File: src/rtl/control_cajero_transaccion.sv
// ATM transaction sequencer: PIN entry and compare, attempt tracking with warning/lockout,
// and a single deposit or withdrawal against the internal balance register.
module control_cajero_transaccion #(
  parameter logic [31:0] BALANCE_INICIAL = 32'd1000,
  parameter int          INTENTOS_MAX    = 3
) (
  input  logic        clock,
  input  logic        reset,
  input  logic        tarjeta_recibida,
  input  logic        tipo_trans,
  input  logic        digito_stb,
  input  logic [3:0]  digito,
  input  logic [15:0] pin,
  input  logic        monto_stb,
  input  logic [31:0] monto,
  output logic [31:0] balance_actualizado,
  output logic        balance_stb,
  output logic        entregar_dinero,
  output logic        pin_incorrecto,
  output logic        advertencia,
  output logic        bloqueo,
  output logic        fondos_insuficientes
);

  localparam int IW = $clog2(INTENTOS_MAX + 1);
  localparam logic [IW-1:0] INT_AVISO  = IW'(INTENTOS_MAX - 1);
  localparam logic [IW-1:0] INT_LIMITE = IW'(INTENTOS_MAX);

  typedef enum logic [2:0] {
    IDLE,
    RECIBIR_PIN,
    COMPARAR,
    BLOQUEADO,
    ESPERA_MONTO,
    EJECUTAR,
    FIN
  } estado_t;

  estado_t       estado_reg, estado_next;
  logic [IW-1:0] intentos_reg, intentos_next;
  logic [1:0]    cuenta_reg, cuenta_next;
  logic [15:0]   pin_shift_reg, pin_shift_next;
  logic [31:0]   monto_reg, monto_next;
  logic          tipo_reg, tipo_next;
  logic [31:0]   balance_reg, balance_next;
  logic          balance_stb_reg, balance_stb_next;
  logic          entregar_reg, entregar_next;
  logic          pin_inc_reg, pin_inc_next;
  logic          adv_reg, adv_next;
  logic          bloqueo_reg, bloqueo_next;
  logic          fondos_reg, fondos_next;

  logic [32:0]   suma_deposito;
  logic [IW-1:0] intentos_inc;

  // Deposit sum carries into bit 32 so overflow can be saturated.
  assign suma_deposito = {1'b0, balance_reg} + {1'b0, monto_reg};
  assign intentos_inc  = intentos_reg + IW'(1);

  always_ff @(posedge clock) begin
    if (reset) begin
      estado_reg      <= IDLE;
      intentos_reg    <= '0;
      cuenta_reg      <= '0;
      pin_shift_reg   <= '0;
      monto_reg       <= '0;
      tipo_reg        <= 1'b0;
      balance_reg     <= BALANCE_INICIAL;
      balance_stb_reg <= 1'b0;
      entregar_reg    <= 1'b0;
      pin_inc_reg     <= 1'b0;
      adv_reg         <= 1'b0;
      bloqueo_reg     <= 1'b0;
      fondos_reg      <= 1'b0;
    end else begin
      estado_reg      <= estado_next;
      intentos_reg    <= intentos_next;
      cuenta_reg      <= cuenta_next;
      pin_shift_reg   <= pin_shift_next;
      monto_reg       <= monto_next;
      tipo_reg        <= tipo_next;
      balance_reg     <= balance_next;
      balance_stb_reg <= balance_stb_next;
      entregar_reg    <= entregar_next;
      pin_inc_reg     <= pin_inc_next;
      adv_reg         <= adv_next;
      bloqueo_reg     <= bloqueo_next;
      fondos_reg      <= fondos_next;
    end
  end

  always_comb begin
    estado_next      = estado_reg;
    intentos_next    = intentos_reg;
    cuenta_next      = cuenta_reg;
    pin_shift_next   = pin_shift_reg;
    monto_next       = monto_reg;
    tipo_next        = tipo_reg;
    balance_next     = balance_reg;
    adv_next         = adv_reg;
    bloqueo_next     = bloqueo_reg;
    balance_stb_next = 1'b0;
    entregar_next    = 1'b0;
    pin_inc_next     = 1'b0;
    fondos_next      = 1'b0;

    case (estado_reg)
      IDLE: begin
        if (tarjeta_recibida) begin
          estado_next    = RECIBIR_PIN;
          cuenta_next    = '0;
          pin_shift_next = '0;
        end
      end

      RECIBIR_PIN: begin
        // Card removal beats a coincident digit strobe; attempts are kept.
        if (!tarjeta_recibida) begin
          estado_next    = IDLE;
          cuenta_next    = '0;
          pin_shift_next = '0;
        end else if (digito_stb) begin
          pin_shift_next = {pin_shift_reg[11:0], digito};
          cuenta_next    = cuenta_reg + 2'd1;
          if (cuenta_reg == 2'd3) begin
            estado_next = COMPARAR;
          end
        end
      end

      COMPARAR: begin
        cuenta_next    = '0;
        pin_shift_next = '0;
        if (pin_shift_reg == pin) begin
          intentos_next = '0;
          adv_next      = 1'b0;
          estado_next   = tarjeta_recibida ? ESPERA_MONTO : IDLE;
        end else begin
          intentos_next = intentos_inc;
          pin_inc_next  = 1'b1;
          adv_next      = (intentos_inc == INT_AVISO);
          if (intentos_inc == INT_LIMITE) begin
            bloqueo_next = 1'b1;
            estado_next  = BLOQUEADO;
          end else begin
            estado_next = tarjeta_recibida ? RECIBIR_PIN : IDLE;
          end
        end
      end

      BLOQUEADO: begin
        estado_next = BLOQUEADO;
      end

      ESPERA_MONTO: begin
        if (!tarjeta_recibida) begin
          estado_next = IDLE;
        end else if (monto_stb) begin
          monto_next  = monto;
          tipo_next   = tipo_trans;
          estado_next = EJECUTAR;
        end
      end

      EJECUTAR: begin
        balance_stb_next = 1'b1;
        if (!tipo_reg) begin
          balance_next = suma_deposito[32] ? 32'hFFFF_FFFF : suma_deposito[31:0];
        end else if (monto_reg <= balance_reg) begin
          balance_next  = balance_reg - monto_reg;
          entregar_next = 1'b1;
        end else begin
          fondos_next = 1'b1;
        end
        estado_next = tarjeta_recibida ? FIN : IDLE;
      end

      FIN: begin
        if (!tarjeta_recibida) begin
          estado_next = IDLE;
        end
      end

      default: begin
        estado_next = IDLE;
      end
    endcase
  end

  assign balance_actualizado  = balance_reg;
  assign balance_stb          = balance_stb_reg;
  assign entregar_dinero      = entregar_reg;
  assign pin_incorrecto       = pin_inc_reg;
  assign advertencia          = adv_reg;
  assign bloqueo              = bloqueo_reg;
  assign fondos_insuficientes = fondos_reg;

endmodule
File: config.mk
export PLATFORM = sky130hd
export DESIGN_NAME = control_cajero_transaccion
export DESIGN_NICKNAME = d
export VERILOG_FILES = /design/src/rtl/control_cajero_transaccion.sv
export SDC_FILE = /design/constraint.sdc
export NUM_CORES = 1
export LEC_CHECK = 0
export ABC_AREA = 0
export ABC_CLOCK_PERIOD_IN_PS = 7030
export CAP_MARGIN = 20
export CORE_ASPECT_RATIO = 0.7
export CORE_UTILIZATION = 36
export CTS_BUF_LIST = sky130_fd_sc_hd__clkbuf_8
export CTS_CLUSTER_DIAMETER = 50
export DETAILED_ROUTE_END_ITERATION = 7
export PLACE_DENSITY_LB_ADDON = 0.08
export SLEW_MARGIN = 5
export SYNTH_ARGS = -nofsm -noshare
export SYNTH_HDL_FRONTEND = slang
export SYNTH_SLANG_ARGS = --single-unit
export TNS_END_PERCENT = 30
File: constraint.sdc
create_clock -name clock -period 7.03 [get_ports clock]
set_clock_uncertainty 0.1 [all_clocks]
set_input_delay 1.406 -clock clock [delete_from_list [all_inputs] [get_ports clock]]
set_output_delay 1.406 -clock clock [all_outputs]
set_load 0.02 [all_outputs]
==> flow_summary.yaml, run 1 <==
place:
  port_buffers: 95
  dp_slack_ns: 3.106
  place.gp.congestion: 0.9074
  dp.final_hpwl_um: 19040
  dpl.cell_count: 1345
job:
  drv_cap: 0
detailed_routing:
  first_pass_iters: 5
  vias: 7606
  drc: 0
  first_iter_violations: 680
  avgViaCountPerCell: 5.593
  routedWlPerCell_um: 18.97
  wirelength_um: 25790
  ant_nets: 0
sta:
  max_slew_margin_pct: 35.19
  tightest_slew_ns: 0.9476
  hold_ws_ns: 0.3750
  rsz0062_at_grt: "false"
  fin_crit_sh_pct: 56.67
  period_needed_ns: 3.984
  setup_ws_ns: 3.046
  maxSlewViolCount: 0
  fin_setup_tns_ns: 0
  max_freq_ghz: 0.2510
  setup_violations: 0
  hold_viol: 0
setup_path:
  end_kind: "flip-flop"
  path_max_fanout: 29
  critPathRequiredTime_ns: 7.22
  criticalPathCategory: "flip-flop to flip-flop"
  critPathLaunchType: "flip-flop"
  worstPathArrival_ns: 4.18
clock_network:
  cts_tree: "yes"
  cts_sinks: 94
  post_cts_buffers: 0
  htreeDepth: 3
  clkLatencyLatePin_ns: 0.41
  post_cts_resized: 0
  numCtsBuffers: 9
  cts_root_buf: "clkbuf_8"
  holdBufCountCts: 0
  clock_tree.buffer_depth: 2
  path_clk_slew_ns: 0.09
floorplan:
  initial_core_util_pct: 37.04
  die_w_um: 177.1
  die_area_mm2: 0.02207
  coreArea_mm2: 0.02087
  ios: 96
  die_height_um: 124.6
  row_count: 44
yosys:
  synthesis.instances: 1029
  synthTopCellsByArea: "dfxtp_1 24%, ha_1 11%, a21oi_1 9.2%"
  yosysTopAreaCellShare_pct: 24.35
  ys_seq_area_share_pct: 24.35
  yosys.area.top_type: "dfxtp_1"
  syn_area_per_cell_um2: 7.511
  async_flop_share_pct: 0
  synth_fp_nets: 1156
  synth_warnings: 0
  synth_edf_count: 0
  synth_flop_cell: "dfxtp_1"
  syn-cell-area_mm2: 0.007729
  yosysUniqueCellTypes: 88
  ys_seq_elements: 94
finish:
  regArea_mm2: 0.001882
  final_common_cell: "nand2_1"
  drive_gt1_share_pct: 5.535
  multi_input_area_mm2: 0.005251
  syn_to_final_growth_pct: 16.03
  n_fill_cell: 2156
  fin_cells: 1360
  fin_nets: 1207
  antenna_cells: 0
  layout_common_cells: "143 x nand2_1, 142 x a21oi_1, 94 x dfxtp_1, 94 x clkdlybuf4s50_1, 75 x nor2_1"
pwr:
  leakage_nw: 3.528
  peakVddDrop_uv: 109.6
  power.total_w: 0.001044
  power_density_mw_per_mm2: 116.5
global_routing:
  grt_max_degree: 76
  grtUsageTotal_pct: 23.41
  grt-ovfl-total: 0
  antenna_found_initial: 0
  grt_pass1_wl_um: 39920
  grt_pass1_vias: 6969
worst_hold_path:
  hold_path_class: "flip-flop to flip-flop"
outcome:
  status: "finished clean"
## worst max-delay path, cell delays in order (launching register included)
cell	delay, ns
dfxtp_1	0.36
inv_1	0.06
ha_1	0.53
inv_1	0.24
nor3_1	0.64
nand4_1	0.19
o21ai_1	0.28
a21o_1	0.15
buf_4	0.36
and3_1	0.31
buf_4	0.30
nor4b_2	0.28
nor3_2	0.07
## synthesized netlist by cell type, types with 11 or more instances
cell / instances
ha_1: 67
a211oi_1: 11
inv_1: 65
xor2_1: 18
dfxtp_1: 94
o21bai_1: 14
nor2_1: 75
a21o_1: 19
nand3_1: 35
xnor2_1: 34
nand2_1: 143
nand2b_1: 11
nor4_1: 15
buf_4: 13
o21ai_0: 39
a21oi_1: 142
nor3_1: 17
clkbuf_1: 32
## routing by layer
| metal | GRT usage, % | wire length, um | vias up |
|---|---|---|---|
| met5 | 0 | 0 | - |
| li1 | - | - | 3762 |
| met4 | 5.527 | 330 | 0 |
| met2 | 31.20 | 10110 | 278 |
| met3 | 7.326 | 2144 | 22 |
| met1 | 35.43 | 13210 | 3544 |
## cells by family (layout without fill, tap and decap cells)
| family | count (synthesis) | in the layout | share of synthesized area, % |
|---|---|---|---|
| and+or+nand+nor | 344 | 344 | 20.79 |
| adders and majority gates | 69 | 69 | 11.36 |
| DFF | 94 | 94 | 24.35 |
| AOI/OAI and AO/OA | 333 | 333 | 29.19 |
| xor gates and xnor gates | 52 | 52 | 5.893 |
| muxes | 5 | 5 | 0.6476 |
| buffers and inverters | 132 | 187 | 7.771 |
## metrics by stage
stage                     utilization, %  area, um2
final                              42.98       8967
after global routing               42.98       8967
after CTS                          42.98       8967
after detailed placement           41.92       8747
after global placement             41.92       8747
after floorplan                        -       7729
## area by class of cell
type                            count  share of cell area, %
Tap cell                          276                  3.851
Clock inverter                      5                 0.9209
Clock buffer                       10                  1.535
Timing Repair Buffer              104                  11.30
Inverter                           68                  2.846
Sequential cell                    94                  20.99
Multi-Input combinational cell    803                  58.56
## where the power goes
group	total [W]	switching (W)	internal [W]	leakage (nW)
sequential	0.000540	0.00000477	0.000535	0.757
clock	0.000424	0.000215	0.000209	0.113
combinational	0.0000805	0.0000411	0.0000394	2.66
## path summary, 6_finish.rpt
path                      start                       to  slack (ns)  cells past startpoint
hold reg to reg   cuenta_reg[0]            cuenta_reg[0]        0.38                      2
setup reg to reg  monto_reg[20]  balance_actualizado[25]        3.05                     12
hold / removal    cuenta_reg[0]            cuenta_reg[0]        0.38                      2
setup / recovery  monto_reg[20]  balance_actualizado[25]        3.05                     12
Note: power is estimated with default switching activity, not from simulation.
==> run 2: changes to the inputs <==
--- a/config.mk
+++ b/config.mk
@@ -6,7 +6,7 @@
 export NUM_CORES = 1
 export LEC_CHECK = 0
 export ABC_AREA = 0
-export ABC_CLOCK_PERIOD_IN_PS = 7030
+export ABC_CLOCK_PERIOD_IN_PS = 4000
 export CAP_MARGIN = 20
 export CORE_ASPECT_RATIO = 0.7
 export CORE_UTILIZATION = 36
==> constraint.sdc (replaced) <==
create_clock -name clock -period 4 [get_ports clock]
set_clock_uncertainty 0.1 [all_clocks]
set_input_delay 0.8 -clock clock [delete_from_list [all_inputs] [get_ports clock]]
set_output_delay 0.8 -clock clock [all_outputs]
set_load 0.02 [all_outputs]
==> run 2 against run 1 <==
  * Non-clock buffer count up 12
  * Count of clock-buffer cells in the layout up 1
  * Cell area up 1.0%
  * Setup slack worse by 2.6 ns
  * Combinational power up 75%
  * Maximum frequency up 13%
  * Power up 71%
  * Via count up 0.34%
  * Global-route usage up 0.21 points
  * Hold slack worse by 0.0068 ns
  * Highest routed layer unchanged
==> flow_summary.yaml, run 2 (synthesis gave the netlist of run 1 again) <==
clock_network:
  numCtsBuffers: 9
  path_clk_slew_ns: 0.09
  cts_root_buf: "clkbuf_8"
  cts_sinks: 94
  post_cts_buffers: 0
  clock_tree.buffer_depth: 2
  holdBufCountCts: 0
  htreeDepth: 3
  cts_tree: "yes"
  post_cts_resized: 0
  clkLatencyLatePin_ns: 0.40
setup_path:
  critPathRequiredTime_ns: 4.19
  reg2reg_slack_ns: 0.48
  max_stage_delay_ns: 0.79
  r2r_end: "balance_actualizado[26]"
  path_buf_inv: 1
  crit_start: "monto_reg[18]"
  worstPathArrival_ns: 3.71
  criticalPathCategory: "flip-flop to flip-flop"
  cp_slowest_cell: "a2111oi_0"
  path_common_cell: "a21oi_1"
  critPathLaunchType: "flip-flop"
  r2r-start: "monto_reg[18]"
  cp.depth: 10
  worstRegToRegCells: 10
  crit_family: "compound AO/OA/AOI/OAI gates"
  path_cells: "inv_1 > ha_1 > nand2_1 > nor3_1 > a21oi_1 > a211o_1 > a2111oi_0 > a311oi_1 > xnor2_1 > a21oi_1"
  end_kind: "flip-flop"
  path_max_fanout: 10
finish:
  final_common_cell: "nand2_1"
  utilization_pct: 43.42
  fin_nets: 1219
  layout_common_cells: "143 x nand2_1, 142 x a21oi_1, 94 x dfxtp_1, 94 x clkdlybuf4s50_1, 75 x nor2_1"
  antenna_cells: 0
  fin_cells: 1373
  drive_gt1_share_pct: 6.655
  syn_to_final_growth_pct: 17.21
  n_fill_cell: 2139
place:
  place.gp.congestion: 0.9881
  dpl.cell_count: 1357
  dp.final_hpwl_um: 19110
  port_buffers: 95
worst_hold_path:
  min_to: "pin_shift_reg[12]"
  min-delay-start: "pin_shift_reg[12]"
  hold_path_class: "flip-flop to flip-flop"
  min_delay_path_depth: 2
sta:
  period_needed_ns: 3.525
  fin_setup_tns_ns: 0
  tightest_slew_ns: 0.8760
  max_freq_ghz: 0.2837
  fin_crit_sh_pct: 88.12
  setup_violations: 0
  maxSlewViolCount: 0
  max_slew_margin_pct: 40.09
  hold_viol: 0
  rsz0062_at_grt: "false"
floorplan:
  die_area_mm2: 0.02207
  row_count: 44
  ios: 96
  initial_core_util_pct: 37.04
  die_height_um: 124.6
  die_w_um: 177.1
  coreArea_mm2: 0.02087
detailed_routing:
  avgViaCountPerCell: 5.559
  routedWlPerCell_um: 18.52
  vias: 7632
  wirelength_um: 25430
  drc: 0
  ant_nets: 0
  first_pass_iters: 7
  first_iter_violations: 733
pwr:
  power_density_mw_per_mm2: 197.1
  peakVddDrop_uv: 128.8
  leakage_nw: 3.584
global_routing:
  grtUsageTotal_pct: 23.61
  grt-ovfl-total: 0
  grt_pass1_vias: 7239
  grt_max_degree: 75
  antenna_found_initial: 0
  grt_pass1_wl_um: 40640
job:
  drv_cap: 0
outcome:
  status: "finished clean"
[run 2: changes by cell type in the layout (fill, tap and decap cells not counted)]
cell,previous run,this run
buf_4,9,20
clkbuf_8,10,11
buf_12,0,1
bufinv_16,2,1
inv_6,1,0
clkinv_4,1,2
clkinv_2,1,2
[run 2: final cells by class]
cell class / count / area (um2) / share of cell area [%]
clock inverters: 5 / 57.56 / 0.6354
multi-input cells: 803 / 5251 / 57.97
clock buffers: 11 / 151.4 / 1.671
flip-flops and latches: 94 / 1882 / 20.77
repair buffers: 116 / 1116 / 12.32
inverters: 68 / 255.2 / 2.818
well taps: 276 / 345.3 / 3.812
[run 2: worst max-delay path by stage]
| stage | end | slack [ns] |
|---|---|---|
| floorplan | balance_actualizado[25] | 1.06 |
| global placement | balance_actualizado[26] | 0.52 |
| detailed placement | balance_actualizado[8] | 0.58 |
| CTS | balance_actualizado[26] | 0.55 |
| global route | balance_actualizado[30] | 0.22 |
| finish | balance_actualizado[26] | 0.48 |
[run 2: per-stage QoR]
stage	worst slack (ns)	power (W)	instance area, um2	hold WS (ns)
6_report	0.4753	0.001786	9059	0.3682
5_1_grt	0.2189	0.001869	9059	0.3982
4_1_cts	0.5450	0.001816	9059	0.3702
3_5_place_dp	0.5787	0.001112	8850	0.3584
3_3_place_gp	0.5195	0.001111	8850	0.3456
2_1_floorplan	1.055	0.001031	7729	0.3356
[run 2: where the power goes]
group / leakage [nW] / switching [W] / internal (W)
Clock: 0.109 / 0.000373 / 0.000323
Sequential: 0.757 / 0.00000869 / 0.000940
Combinational: 2.72 / 0.0000713 / 0.0000698
Total: 3.58 / 0.000453 / 0.00133
[run 2: worst register-to-register path, cell delays in order (launching register included)]
cell and delay, ns:
dfxtp_1 0.36, inv_1 0.05, ha_1 0.51, nand2_1 0.22, nor3_1 0.42, a21oi_1 0.13
a211o_1 0.30, a2111oi_0 0.79, a311oi_1 0.21, xnor2_1 0.23, a21oi_1 0.09
[run 2: layer usage]
metal / vias to the layer above / share of wire, % / global-route usage, %
met5: - / 0 / 0
met4: 0 / 1.6 / 5.274
met3: 27 / 8.5 / 6.532
met2: 267 / 39 / 31.55
met1: 3561 / 51 / 36.31
li1: 3777 / - / -
==> run 3: changes to the inputs <==
--- a/config.mk
+++ b/config.mk
@@ -8,7 +8,7 @@
 export ABC_AREA = 0
 export ABC_CLOCK_PERIOD_IN_PS = 4000
 export CAP_MARGIN = 20
-export CORE_ASPECT_RATIO = 0.7
+export CORE_ASPECT_RATIO = 1.4
 export CORE_UTILIZATION = 36
 export CTS_BUF_LIST = sky130_fd_sc_hd__clkbuf_8
 export CTS_CLUSTER_DIAMETER = 50
==> run 3 against run 2 <==
  * Clock power is 13% lower
  * Sequential power hardly changed
  * Non-clock buffer count is 9 higher
  * Power is 5.0% lower
  * Via count is 0.75% lower
  * Global-route usage is 0.65 points higher
  * Cell area is 0.11% lower
  * Flip-flop and latch count stayed put
  * Largest power group unchanged
  * Cell count is 0.66% lower
  * Count of clock-buffer cells in the layout is 1 lower
  * Core utilization is 0.58 points lower
==> flow_summary.yaml, run 3 (synthesis gave the netlist of run 1 again) <==
outcome:
  status: "finished clean"
sta:
  maxSlewViolCount: 0
  max_freq_ghz: 0.2755
  fin_setup_tns_ns: 0
  period_needed_ns: 3.630
  rsz0062_at_grt: "false"
  hold_ws_ns: 0.3638
  max_slew_margin_pct: 39.48
  fin_crit_sh_pct: 90.75
  tightest_slew_ns: 0.9078
  hold_viol: 0
  setup_violations: 0
clock_network:
  clkLatencyLatePin_ns: 0.41
  post_cts_buffers: 0
  clock_tree.buffer_depth: 2
  cts_sinks: 94
  cts_tree: "yes"
  htreeDepth: 3
  post_cts_resized: 0
  cts_root_buf: "clkbuf_8"
  path_clk_slew_ns: 0.10
  holdBufCountCts: 0
  numCtsBuffers: 9
setup_path:
  reg2reg_slack_ns: 0.37
  path_cells: "inv_1 > ha_1 > inv_2 > nor3_1 > nand4_1 > o21ai_1 > a21o_1 > and3_1 > buf_4 > nor4b_2 > nor3_2"
  worstPathArrival_ns: 3.84
  max_stage_delay_ns: 0.61
  crit_family: "simple AND/OR/NAND/NOR gates"
  path_buf_inv: 3
  end_kind: "flip-flop"
  critPathLaunchType: "flip-flop"
  path_max_fanout: 14
  cp_slowest_cell: "nor3_1"
  critPathRequiredTime_ns: 4.21
  criticalPathCategory: "flip-flop to flip-flop"
finish:
  syn_to_final_growth_pct: 17.08
  utilization_pct: 42.83
  antenna_cells: 0
  final_common_cell: "nand2_1"
  layout_common_cells: "143 x nand2_1, 142 x a21oi_1, 94 x dfxtp_1, 94 x clkdlybuf4s50_1, 75 x nor2_1"
  drive_gt1_share_pct: 7.156
  final_area_mm2: 0.009049
  fin_nets: 1228
worst_hold_path:
  hold_path_class: "flip-flop to flip-flop"
detailed_routing:
  drc: 0
  vias: 7575
  first_pass_iters: 5
  ant_nets: 0
  avgViaCountPerCell: 5.554
  wirelength_um: 25950
  routedWlPerCell_um: 19.02
  first_iter_violations: 446
floorplan:
  die_area_mm2: 0.02207
  row_count: 63
  ios: 96
  coreArea_mm2: 0.02113
  die_height_um: 175.4
  initial_core_util_pct: 36.58
  die_w_um: 125.8
pwr:
  peakVddDrop_uv: 161.8
  leakage_nw: 3.593
  power_density_mw_per_mm2: 187.5
global_routing:
  grt_pass1_wl_um: 41410
  grt_pass1_vias: 7568
  grt_max_degree: 75
  grt-ovfl-total: 0
  grtUsageTotal_pct: 24.26
  antenna_found_initial: 0
job:
  drv_cap: 0
place:
  place.gp.congestion: 0.9407
  dp.final_hpwl_um: 19500
  port_buffers: 95
  place_area_mm2: 0.008885
[run 3: cell types whose count changed in the layout (fill, tap and decap cells not counted)]
cell / delta
clkinv_2: -2
bufinv_16: -1
clkinv_4: -2
buf_12: -1
clkbuf_8: -1
inv_1: +1
clkinvlp_4: +3
buf_4: +10
[run 3: worst reg2reg max path: stages (launching register included)]
cell and delay, ns:
dfxtp_1 0.36, inv_1 0.05, ha_1 0.53, inv_2 0.11, nor3_1 0.61, nand4_1 0.19, o21ai_1 0.26, a21o_1 0.51
and3_1 0.27, buf_4 0.22, nor4b_2 0.26, nor3_2 0.07
[run 3: path summary, 6_finish.rpt]
path	from	end	depth (start not counted)
setup reg to reg	monto_reg[23]	balance_actualizado[25]	11
hold / removal	cuenta_reg[1]	cuenta_reg[1]	2
hold reg to reg	cuenta_reg[1]	cuenta_reg[1]	2
setup / recovery	monto_reg[23]	balance_actualizado[25]	11
[run 3: cell type report]
class                           count  area (um2)
Timing Repair Buffer              125        1171
Inverter                           68       255.2
Multi-Input combinational cell    803        5251
Fill cell                        2217       12080
Clock inverter                      4       26.28
Tap cell                          260       325.3
Sequential cell                    94        1882
Clock buffer                       10       137.6
[run 3: through the flow]
step / setup WS, ns / cells / power [W]
floorplan: 1.055 / 1029 / 0.001031
global placement: 0.4702 / 1350 / 0.001113
detailed placement: 0.4302 / 1350 / 0.001113
CTS: 0.4238 / 1364 / 0.001729
global route: 0.1604 / 1364 / 0.001764
finish: 0.3698 / 1364 / 0.001697
[run 3: layer usage]
metal | part of all wire [%] | GRT usage, % | vias up
met1 | 42 | 27.63 | 3538
met4 | 4.8 | 15.06 | 0
met2 | 49 | 42.43 | 191
met3 | 4.1 | 3.747 | 57
met5 | 0 | 0 | -
li1 | - | - | 3789
[run 3: report_power, final]
part / internal (W) / leakage (nW) / total [W] / switching [W]
clock network: 0.000234 / 0.0777 / 0.000607 / 0.000373
registers: 0.000940 / 0.757 / 0.000948 / 0.00000844
logic: 0.0000717 / 2.76 / 0.000142 / 0.0000698
total: 0.00125 / 3.59 / 0.00170 / 0.000451
==> RTL change 1: new RTL, flow settings as in run 3 <==
Encoding of `estado_t`: now one-hot (7 bits for 7 values).
--- a/src/rtl/control_cajero_transaccion.sv
+++ b/src/rtl/control_cajero_transaccion.sv
@@ -26,14 +26,14 @@
   localparam logic [IW-1:0] INT_AVISO  = IW'(INTENTOS_MAX - 1);
   localparam logic [IW-1:0] INT_LIMITE = IW'(INTENTOS_MAX);
 
-  typedef enum logic [2:0] {
-    IDLE,
-    RECIBIR_PIN,
-    COMPARAR,
-    BLOQUEADO,
-    ESPERA_MONTO,
-    EJECUTAR,
-    FIN
+  typedef enum logic [6:0] {
+    IDLE         = 7'b0000001,
+    RECIBIR_PIN  = 7'b0000010,
+    COMPARAR     = 7'b0000100,
+    BLOQUEADO    = 7'b0001000,
+    ESPERA_MONTO = 7'b0010000,
+    EJECUTAR     = 7'b0100000,
+    FIN          = 7'b1000000
   } estado_t;
 
   estado_t       estado_reg, estado_next;
Check against the original RTL: no difference found for any inputs over 10 cycles, from zero or initial values and one cycle with reset high; not proved beyond that.
==> RTL change 1 against run 3 <==
- cell area is 2.5% higher
- maximum frequency is 5.3% higher
- critical path depth is 2 higher
- sequential cell count is 4 higher
- wire length is 4.0% lower
- worst setup slack better by 0.18 ns
- first-iteration DRC count is 2.2% higher
- via count is 1.9% higher
- area after synthesis is 1.8% higher
- power is 15% higher
- non-clock buffer count is 6 lower
- combinational power is 83% higher
- core utilization is 0.75 points higher
- critical path type unchanged
- largest cell class unchanged
==> RTL change 1: results <==
set metrics [dict create \
    finalWirelength_mm 24.9 \
    drive_above_1_share 0.0734 \
    path_clk_slew_ns 0.12 \
    viasPerCell 5.55 \
    dpl.hpwl_mm 18.7 \
    p_per_area_nw_per_um2 210 \
    critPathMaxFanout 11 \
    p_seq_mw 1.00 \
    cp_top_family "compound AO/OA/AOI/OAI gates" \
    route.met3.wl_um 777 \
    layout.cells.non_filler 1391 \
    cpPeakStageDelay_ns 0.40 \
    p_leak_nw 3.67 \
    synth-compound-area-share 0.293 \
    status "finished, final reports clean" \
    ys_seq_area_frac 0.249 \
    wl_met2_mm 12.5 \
    synth_area_leaders "dfxtp_1 25%, ha_1 11%, a21oi_1 8.5%, nand2_1 6.7%, nor2_1 4.0%" \
    swShare 0.315 \
    grt_pass1_vias 7434 \
    synthCells 1052 \
    ys_top_cells_by_count "141 x nand2_1, 134 x a21oi_1, 98 x dfxtp_1" \
    synth_fa_ha_area_frac 0.112 \
    wl_met1_mm 10.8 \
    comb_power_mw 0.260 \
    dpl-instance-area_sq_um 9080 \
    mappedNetlistNets 1179 \
    grt_max_degree 54 \
    grtUsageMet2 0.399 \
    place_ws_ns 0.613 \
    met1_usage 0.271 \
    worst_pin_slew_ns 0.636 \
]
==> RTL change 1: worst paths after layout <==
path,startpoint,to,slack [ns],depth (start not counted)
setup reg to reg,balance_actualizado[0]$_SDFFE_PP0P_,balance_actualizado[25]$_SDFFE_PP0P_,0.55,13
hold reg to reg,advertencia$_SDFFE_PP0N_,advertencia$_SDFFE_PP0N_,0.36,2
hold / removal,advertencia$_SDFFE_PP0N_,advertencia$_SDFFE_PP0N_,0.36,2
setup / recovery,balance_actualizado[0]$_SDFFE_PP0P_,balance_actualizado[25]$_SDFFE_PP0P_,0.55,13
==> RTL change 1: layout make-up <==
class	count	area [sq um]
Clock inverter	7	70.1
Sequential cell	98	1960
Inverter	71	267
Multi-Input combinational cell	827	5390
Timing Repair Buffer	119	1140
Tap cell	260	325
Clock buffer	9	124
Fill cell	2242	12000
==> RTL change 2: new RTL, settings of run 3 <==
Without the edit above. `INTENTOS_MAX`: 3 -> 5.
--- a/src/rtl/control_cajero_transaccion.sv
+++ b/src/rtl/control_cajero_transaccion.sv
@@ -2,7 +2,7 @@
 // and a single deposit or withdrawal against the internal balance register.
 module control_cajero_transaccion #(
   parameter logic [31:0] BALANCE_INICIAL = 32'd1000,
-  parameter int          INTENTOS_MAX    = 3
+  parameter int          INTENTOS_MAX    = 5
 ) (
   input  logic        clock,
   input  logic        reset,
Function: no difference found for any inputs over 10 cycles, from zero or initial values and one cycle with reset high; that may be too few to reach the edited logic, so the function may still have changed.
==> RTL change 2 against run 3 <==
- first-iteration DRC count up 4.7%
- sequential cell count up 1
- sequential share of layout area up 0.53 points
- power up 9.4%
- worst setup slack worse by 0.041 ns
- cell area down 1.5%
- via count down 0.30%
- area after synthesis down 2.4%
- clock power up 27%
- highest routed layer unchanged
- non-clock buffer count down 9
- largest power group unchanged
- wire length about the same
==> RTL change 2: results <==
set metrics [dict create \
    status "finished, final reports clean" \
    swShare 0.255 \
    clk_latency_ns 0.39 \
    max_slew_margin 0.407 \
    critPathMaxFanout 11 \
    synthXorXnorAreaFrac 0.0662 \
    dpl-instance-area_sq_um 8680 \
    nNonClkBuffers 116 \
    r2r_slack_ns 0.33 \
    p_leak_nw 3.54 \
    synthMuxAreaShare 0.00266 \
    ys_top_cells_by_count "145 x a21oi_1, 145 x nand2_1, 95 x dfxtp_1" \
    fillers 2181 \
    ys_seq_area_frac 0.252 \
    area_share_nonclk_buffers 0.124 \
    seq_cells 95 \
    cp_top_family "compound AO/OA/AOI/OAI gates" \
    layout.cells.non_filler 1353 \
    inv_count 80 \
    arrival_ns 3.89 \
    drt_iter0_drc 467 \
    fmax_mhz 272 \
    synth-compound-area-share 0.273 \
    drive_above_1_share 0.0665 \
    multiInputGateArea_sq_um 5050 \
    synth_area_leaders "dfxtp_1 25%, ha_1 11%, a21oi_1 9.6%, nand2_1 7.2%, xnor2_1 4.5%" \
]
RTL change 2: how the worst min path moves through the flow:
stage,from,to,slack [ns],cells after the start
floorplan,cuenta_reg[1]$_SDFFE_PP0P_,cuenta_reg[1]$_SDFFE_PP0P_,0.34,2
global placement,bloqueo$_SDFFE_PP0P_,bloqueo$_SDFFE_PP0P_,0.33,2
detailed placement,bloqueo$_SDFFE_PP0P_,bloqueo$_SDFFE_PP0P_,0.34,2
CTS,bloqueo$_SDFFE_PP0P_,bloqueo$_SDFFE_PP0P_,0.36,2
global route,bloqueo$_SDFFE_PP0P_,bloqueo$_SDFFE_PP0P_,0.38,2
finish,bloqueo$_SDFFE_PP0P_,bloqueo$_SDFFE_PP0P_,0.36,2
RTL change 2: metal layers:
metal	GRT usage	part of all wire	up-vias
met5	0	0	-
met4	0.131	0.052	0
met3	0.0278	0.034	72
met2	0.434	0.51	215
met1	0.275	0.41	3532
li1	-	-	3733
